### config.mk
export PLATFORM = sky130hd
export DESIGN_NAME = dmem_port_arbiter
export DESIGN_NICKNAME = d
export VERILOG_FILES = /design/src/rtl/dmem_port_arbiter_pkg.sv /design/src/rtl/dmem_port_arbiter_rd_tag.sv /design/src/rtl/dmem_port_arbiter.sv
export SDC_FILE = /design/constraint.sdc
export NUM_CORES = 1
export LEC_CHECK = 0
export CAP_MARGIN = 20
export CORE_AREA = 5 5 117 119
export DETAILED_ROUTE_END_ITERATION = 8
export DIE_AREA = 0 0 122 124
export PLACE_DENSITY = 0.75
export SYNTH_ARGS = -nofsm -noshare
export SYNTH_HDL_FRONTEND = slang
export SYNTH_SLANG_ARGS = --single-unit
### constraint.sdc
create_clock -name clk -period 3.7 [get_ports clk]
set_input_delay 0.74 -clock clk [delete_from_list [all_inputs] [get_ports clk]]
set_output_delay 0.74 -clock clk [all_outputs]
set_load 0.02 [all_outputs]
### src/rtl/dmem_port_arbiter_pkg.sv
// dmem_port_arbiter_pkg: shared constants for the data-memory port-B arbiter.
// Holds the 2-bit arbiter state encoding and the 1-bit read-owner tag values.
package dmem_port_arbiter_pkg;
  localparam logic [1:0] ST_IDLE        = 2'd0;
  localparam logic [1:0] ST_CPU_OWN     = 2'd1;
  localparam logic [1:0] ST_HOST_OWN    = 2'd2;
  localparam logic [1:0] ST_HOST_LOCKED = 2'd3;
  localparam logic OWN_CPU  = 1'b0;
  localparam logic OWN_HOST = 1'b1;
endpackage

### src/rtl/dmem_port_arbiter_rd_tag.sv
// dmem_rd_tag: tags an issued BRAM read with its owner and steers the returning data.
// Ports: clk, rst (async, active high); issue_i (read beat granted), owner_i (OWN_CPU/OWN_HOST);
// bram_dob_i (BRAM data, one cycle after the address); cpu_/host_ rvalid_o, rdata_o.
// Each rdata shows bram_dob during its rvalid cycle and otherwise holds the last returned word.
module dmem_rd_tag
  import dmem_port_arbiter_pkg::*;
#(
  parameter int DATA_W = 32
) (
  input  logic              clk,
  input  logic              rst,
  input  logic              issue_i,
  input  logic              owner_i,
  input  logic [DATA_W-1:0] bram_dob_i,
  output logic              cpu_rvalid_o,
  output logic [DATA_W-1:0] cpu_rdata_o,
  output logic              host_rvalid_o,
  output logic [DATA_W-1:0] host_rdata_o
);
  logic              valid_q, owner_q;
  logic [DATA_W-1:0] cpu_hold_q, cpu_hold_d, host_hold_q, host_hold_d;
  assign cpu_rvalid_o  = valid_q && owner_q == OWN_CPU;
  assign host_rvalid_o = valid_q && owner_q == OWN_HOST;
  assign cpu_rdata_o   = cpu_rvalid_o ? bram_dob_i : cpu_hold_q;
  assign host_rdata_o  = host_rvalid_o ? bram_dob_i : host_hold_q;
  assign cpu_hold_d    = cpu_rdata_o;
  assign host_hold_d   = host_rdata_o;
  always_ff @(posedge clk or posedge rst)
    if (rst) begin
      valid_q     <= 1'b0;
      owner_q     <= OWN_CPU;
      cpu_hold_q  <= '0;
      host_hold_q <= '0;
    end else begin
      valid_q     <= issue_i;
      owner_q     <= owner_i;
      cpu_hold_q  <= cpu_hold_d;
      host_hold_q <= host_hold_d;
    end
endmodule

### src/rtl/dmem_port_arbiter.sv
// dmem_port_arbiter: shares BRAM port B between the CPU MEM stage and a host loader/debug master.
// Ports: clk, rst (async, active high); cpu_* request/stall/read-return; host_* request/lock/
// grant/read-return; bram_web_o/bram_addrb_o/bram_dib_o to port B, bram_dob_i from port B.
// CPU has priority except while the host holds a burst lock.
// Optional macro DMEM_ARB_STARVE_GUARD_EN: host forced in after STARVE_LIMIT losing cycles.
module dmem_port_arbiter
  import dmem_port_arbiter_pkg::*;
#(
  parameter int ADDR_W       = 32,
  parameter int DATA_W       = 32,
  parameter int STARVE_LIMIT = 15
) (
  input  logic                clk,
  input  logic                rst,
  input  logic                cpu_req_i,
  input  logic [DATA_W/8-1:0] cpu_we_i,
  input  logic [ADDR_W-1:0]   cpu_addr_i,
  input  logic [DATA_W-1:0]   cpu_wdata_i,
  output logic                cpu_stall_o,
  output logic                cpu_rvalid_o,
  output logic [DATA_W-1:0]   cpu_rdata_o,
  input  logic                host_req_i,
  input  logic                host_lock_i,
  input  logic [DATA_W/8-1:0] host_we_i,
  input  logic [ADDR_W-1:0]   host_addr_i,
  input  logic [DATA_W-1:0]   host_wdata_i,
  output logic                host_gnt_o,
  output logic                host_rvalid_o,
  output logic [DATA_W-1:0]   host_rdata_o,
  output logic [DATA_W/8-1:0] bram_web_o,
  output logic [ADDR_W-1:0]   bram_addrb_o,
  output logic [DATA_W-1:0]   bram_dib_o,
  input  logic [DATA_W-1:0]   bram_dob_i
);
  logic [1:0] state_q, state_d;
  logic       cpu_grant, host_grant, force_host, rd_issue;
`ifdef DMEM_ARB_STARVE_GUARD_EN
  logic [7:0] starve_q, starve_d;
  assign force_host = starve_q == 8'(STARVE_LIMIT);
  assign starve_d   = host_grant ? 8'd0 : (host_req_i && starve_q != 8'hFF) ? starve_q + 8'd1 : starve_q;
  always_ff @(posedge clk or posedge rst)
    if (rst) starve_q <= 8'd0;
    else     starve_q <= starve_d;
`else
  assign force_host = 1'b0;
`endif
  // Nothing is granted while reset is held, so the BRAM never sees a write in reset.
  assign host_grant = !rst && host_req_i && (state_q == ST_HOST_LOCKED || !cpu_req_i || force_host);
  assign cpu_grant  = !rst && cpu_req_i && !host_grant;
  // A locked host dropping its request falls straight into the idle rules above, so no dead cycle.
  assign state_d = cpu_grant                  ? ST_CPU_OWN :
                   !host_grant                ? ST_IDLE :
                   host_lock_i                ? ST_HOST_LOCKED :
                   state_q == ST_HOST_LOCKED  ? ST_IDLE : ST_HOST_OWN;
  always_ff @(posedge clk or posedge rst)
    if (rst) state_q <= ST_IDLE;
    else     state_q <= state_d;
  assign cpu_stall_o  = cpu_req_i && !cpu_grant;
  assign host_gnt_o   = host_grant;
  assign bram_web_o   = host_grant ? host_we_i : cpu_grant ? cpu_we_i : '0;
  assign bram_addrb_o = host_grant ? host_addr_i : cpu_addr_i;
  assign bram_dib_o   = host_grant ? host_wdata_i : cpu_wdata_i;
  assign rd_issue     = (host_grant && host_we_i == '0) || (cpu_grant && cpu_we_i == '0);
  dmem_rd_tag #(.DATA_W(DATA_W)) u_rd_tag (
    .clk          (clk),
    .rst          (rst),
    .issue_i      (rd_issue),
    .owner_i      (host_grant ? OWN_HOST : OWN_CPU),
    .bram_dob_i   (bram_dob_i),
    .cpu_rvalid_o (cpu_rvalid_o),
    .cpu_rdata_o  (cpu_rdata_o),
    .host_rvalid_o(host_rvalid_o),
    .host_rdata_o (host_rdata_o)
  );
endmodule

# Word level (Yosys, flattened, before mapping)
# Index checks and enable logic that the tools add are counted.
# classes
n_bitwise,1
n_eq_ne,1
reduce_logical,17
muxes,11
# op_table
operator,n
32-bit two-way mux,4
1-bit logical AND,9
4-bit zero test,2
2-bit two-way mux,4
4-bit two-way mux,2
1-bit zero test,4
2-bit equality test (second input constant),1
1-bit logical OR,2
1-bit two-way mux,1
1-bit inverter,1
# totals
register_bits,68
inputBits,173

# Depth between registers and ports, before layout
# Gate-level depths: netlist of run 1.
# logic_depth
depth_word,7
ltp_mapped,4
depth_no_buf,3

# Hierarchy
# A second synthesis of run 1 with hierarchy kept.
# unflattened
cells_unflattened,234
hier_area_um2,3728.6
# by_module_without_submodules
module,instances,cells_each,area_per_inst_um2,seq_area_each_um2
dmem_rd_tag,1,142,2617.5,1651.6
dmem_port_arbiter,1,92,1111.1,50.0

# Worst setup path before layout of run 1
# Ideal clock, no wire load.
# synth_path
path_kind,in2out
start,input port rst
end,output port bram_web_o[0]
arrival_ns,2.953
setup_slack_ns,0.007
cell_stages,4
n_path_buf,1
path_cell_list,inv_1 > and3_1 > clkbuf_1 > a22o_1
# synth_between
elab_chain_cells,7
# synth_lines
item,line,text
start: declaration,dmem_port_arbiter.sv:14,"input logic rst,"
1-bit zero test (no line) (*),-,
1-bit logical AND (2 in a row),dmem_port_arbiter.sv:48,assign host_grant = !rst && host_req_i && (state_q == ST_HOST_LOCKED || !cpu_req_i || force_host);
1-bit zero test,-,
1-bit logical AND,dmem_port_arbiter.sv:49,assign cpu_grant = !rst && cpu_req_i && !host_grant;
4-bit two-way mux,dmem_port_arbiter.sv:60,assign bram_web_o = host_grant ? host_we_i : cpu_grant ? cpu_we_i : '0;
4-bit two-way mux (*),dmem_port_arbiter.sv:60,
end: declaration,dmem_port_arbiter.sv:30,"output logic [DATA_W/8-1:0] bram_web_o,"
# Mark *: on every way between the ends. The rest lies on a longest branch, timed or not.

# Worst setup path after layout of run 1
# layout_path
start,input port cpu_req_i
end,output port bram_dib_o[27]
# layout_between
elab_chain_cells,4
# layout_lines
item,line,text
start: declaration,dmem_port_arbiter.sv:15,"input logic cpu_req_i,"
1-bit zero test,dmem_port_arbiter.sv:48,
1-bit logical OR,dmem_port_arbiter.sv:48,
1-bit logical AND,dmem_port_arbiter.sv:48,
32-bit two-way mux,dmem_port_arbiter.sv:62,assign bram_dib_o = host_grant ? host_wdata_i : cpu_wdata_i;
end: declaration,dmem_port_arbiter.sv:32,"output logic [DATA_W-1:0] bram_dib_o,"
# Every way passes these cells.

==> results.yml, run 1 <==
critical_path:
  path_cells: "clkdlybuf4s50_1, a21oi_4, buf_12, mux2_2, clkdlybuf4s50_1"
  critical-path-top-cell-by-count: "sky130_fd_sc_hd__clkdlybuf4s50_1"
  path_delay_family: "buffers and inverters"
  critPathSlowestCell: "sky130_fd_sc_hd__clkdlybuf4s50_1"
  crit_type: "input port to primary output"
  worst-endpoint-required_ns: 2.96
  crit_path_max_fanout: 46
  crit_path_start_kind: "input port"
  cp-end-kind: "primary output"
  cpPeakStageDelay_ns: 0.56
  worstPathBufferInverterCount: 3
  ff2ff_setup_slack_ns: 2.30
  critical_path_arrival_ns: 2.80
route:
  totalWireLength_mm: 14.82
  detailedRoute.firstPassIterationCount: 4
  final_antenna_net_count: 0
  drt-wirelength-per-cell_um: 20.58
  detail_route.iter0.violations: 117
  via_count: 3150
  vias_per_cell: 4.375
  drcViolationCount: 0
run_status:
  run_status: "complete, no violations"
sta:
  finalWorstSetupSlack_ns: 0.1588
  period_share: 0.9571
  final_period_minus_worst_setup_slack_ns: 3.541
  slew_headroom: 0.4468
  fmax_mhz: 282.4
  timing.final.setup_violations: 0
  hold_violations: 0
  setup_repair_after_global_routing_missed_its_margin: "false"
  maxSlewViolCount: 0
  setup-tns-final_ns: 0
  clock-skew-final_ns: 0.004291
  timing_worst_slew_pin_value_ns: 0.8299
grt:
  antenna_found_initial: 1
  track_usage: 0.1834
  largest_net_degree_at_the_start_of_global_routing: 69
  grt_remaining_overflow: 0
  grt_first_pass_wirelength_mm: 20.72
  number_of_global_route_vias_before_repair: 3607
die:
  starting_utilization_of_the_core_area: 0.2776
  core_mm2: 0.01247
  floorplan.io_pins: 309
  die_area_mm2: 0.01513
  die_h_um: 124
  die_w_um: 122
  placement_rows: 41
placed_design:
  place.port_buffers: 308
  hpwlAfterDp_mm: 12.24
  globalplace.congestion: 0.8535
  dpl_worst_slack_ns: 0.1631
  number_of_placed_instances_with_taps_included: 703
power:
  power_leakage_nw: 2.809
  peakVddDrop_uv: 225.6
  power.density_cell_area_mw_per_mm2: 416.3
yosys:
  gate_count_of_the_mapped_netlist: 233
  synth_cell_type_count: 22
  flip_flop_and_latch_count_after_synthesis: 68
  syn_avg_cell_area_um2: 14.85
  synthesis.yosys.warnings: 0
  post_synth_instance_area_mm2: 0.003461
  synth-seq-area-share: 0.4917
  synth_nets: 406
cts:
  cts_made_buffers: 9
  worst_setup_hold_path_clk_slew_ns: 0.05
  post_cts_resize_count: 0
  ctsRootBufferMaster: "sky130_fd_sc_hd__clkbuf_16"
  clock_tree.htree_level_count: 3
  clock-sinks: 68
  cts_setup_buffers: 0
  tritoncts: "done"
  cts-hold-fix-buffers: 0
  cts_buffer_depth: 2
  clk_latency_ns: 0.32
layout:
  final-instance-count-excl-fill: 720
  area_delta_synth_final_pct: 102.7
  fin_nets: 715
  drive_above_1_share: 0.2797
  fillCellCount: 1031
min_path:
  worstHoldPathType: "flip-flop to flip-flop"
run:
  max_cap_violations: 0
metrics by stage:
step / hold WS (ns) / power (mW) / util / area [µm²]
floorplan: 0.5591 / 1.438 / - / 3461
global placement: 0.4774 / 2.052 / 0.5378 / 6704
detailed placement: 0.4822 / 2.076 / 0.5378 / 6704
CTS: 0.4964 / 2.964 / 0.5627 / 7014
global route: 0.5030 / 3.063 / 0.5629 / 7017
finish: 0.4938 / 2.921 / 0.5629 / 7017
state kept, by name, indices dropped and copies added (netlist names):
signal	flops
state_q	2
u_rd_tag.cpu_hold_q	32
u_rd_tag.host_hold_q	32
u_rd_tag.owner_q	1
u_rd_tag.valid_q	1
metal layers:
| layer | GRT usage | wire, µm | vias up |
|---|---|---|---|
| met5 | 0 | 0 | - |
| met3 | 0.06994 | 1300 | 12 |
| met4 | 0.05672 | 185 | 0 |
| met1 | 0.2088 | 5433 | 1529 |
| met2 | 0.3194 | 7897 | 150 |
| li1 | - | - | 1459 |
cells by family after synthesis:
logic type,share of synthesized area
compound gates,0.02097
flops,0.4917
buf+inv,0.03724
mux,0.4306
simple gates,0.01952
layout make-up:
type	instances	area (µm²)	area share
timing repair buffer	313	3146	0.4483
sequential	68	1702	0.2425
multi-input combinational	147	1630	0.2323
clock buffer	10	239.0	0.03406
tap	172	215.2	0.03067
clock inverter	6	71.32	0.01016
inverter	3	11.26	0.001605
antenna	1	2.502	0.0003566
placed cells by master, fill, tap and decap left out, types with 2 or more instances in the layout:
cell type and instances:
sky130_fd_sc_hd__clkdlybuf4s50_1 308, sky130_fd_sc_hd__buf_12 2, sky130_fd_sc_hd__and3_1 2, sky130_fd_sc_hd__clkinv_4 2, sky130_fd_sc_hd__buf_4 3, sky130_fd_sc_hd__inv_1 2
sky130_fd_sc_hd__a21o_1 2, sky130_fd_sc_hd__clkinvlp_4 2, sky130_fd_sc_hd__clkbuf_16 9, sky130_fd_sc_hd__dfrtp_1 68, sky130_fd_sc_hd__mux2_2 118, sky130_fd_sc_hd__mux2_4 10
sky130_fd_sc_hd__a22o_1 3
power by group:
part	switching, mW	leakage, nW	total [mW]	internal [mW]
sequential	0.0323	0.799	0.913	0.880
clock	0.322	0.145	0.866	0.544
combinational	0.506	1.86	1.14	0.637
total	0.860	2.81	2.92	2.06
path summary, 6_finish.rpt:
kind / from / end / cells past startpoint
worst max-delay path: cpu_req_i / bram_dib_o[27] / 5
worst min-delay path: u_rd_tag.host_hold_q[5]$_DFF_PP0_ / u_rd_tag.host_hold_q[5]$_DFF_PP0_ / 1
worst max register to register: u_rd_tag.valid_q$_DFF_PP0_ / u_rd_tag.cpu_hold_q[18]$_DFF_PP0_ / 3
worst min register to register: u_rd_tag.host_hold_q[5]$_DFF_PP0_ / u_rd_tag.host_hold_q[5]$_DFF_PP0_ / 1
max in group asynchronous: rst / u_rd_tag.cpu_hold_q[21]$_DFF_PP0_ / 3
min in group asynchronous: rst / u_rd_tag.valid_q$_DFF_PP0_ / 3
cells in the mapped netlist, drive strengths merged:
master | number | area share
a21oi | 1 | 0.0047
a21o | 2 | 0.0043
and3 | 2 | 0.0036
nand2b | 2 | 0.0058
a22o | 3 | 0.0076
nor4 | 1 | 0.0018
buf | 14 | 0.033
nand2 | 2 | 0.0029
dfrtp | 68 | 0.49
mux2 | 129 | 0.43
clkbuf | 1 | 0.0011
o21a | 1 | 0.0022
or4 | 1 | 0.0022
nand3 | 1 | 0.0014
a211oi | 1 | 0.0022
inv | 3 | 0.0033
nor2b | 1 | 0.0018
worst reg2reg max path, delay by kind of cell (launching register included):
| kind | cells | cell delay (ns) |
|---|---|---|
| buffers and inverters | 1 | 0.39 |
| flip-flops | 1 | 0.37 |
| multiplexers | 1 | 0.46 |
| AND/OR/NAND/NOR | 1 | 0.07 |
Note: power is estimated with default switching activity, not from simulation.
==> run 2: changes to the inputs <==
Settings changed: CAP_MARGIN 20 to 5.
==> results of run 2 <==
The final DEF is identical to that of run 1; final timing and power are the same.
==> run 3: changes to the inputs <==
Settings changed: HOLD_SLACK_MARGIN set to 0.15.
==> results of run 3 <==
The final DEF is identical to that of run 1; final timing and power are the same.
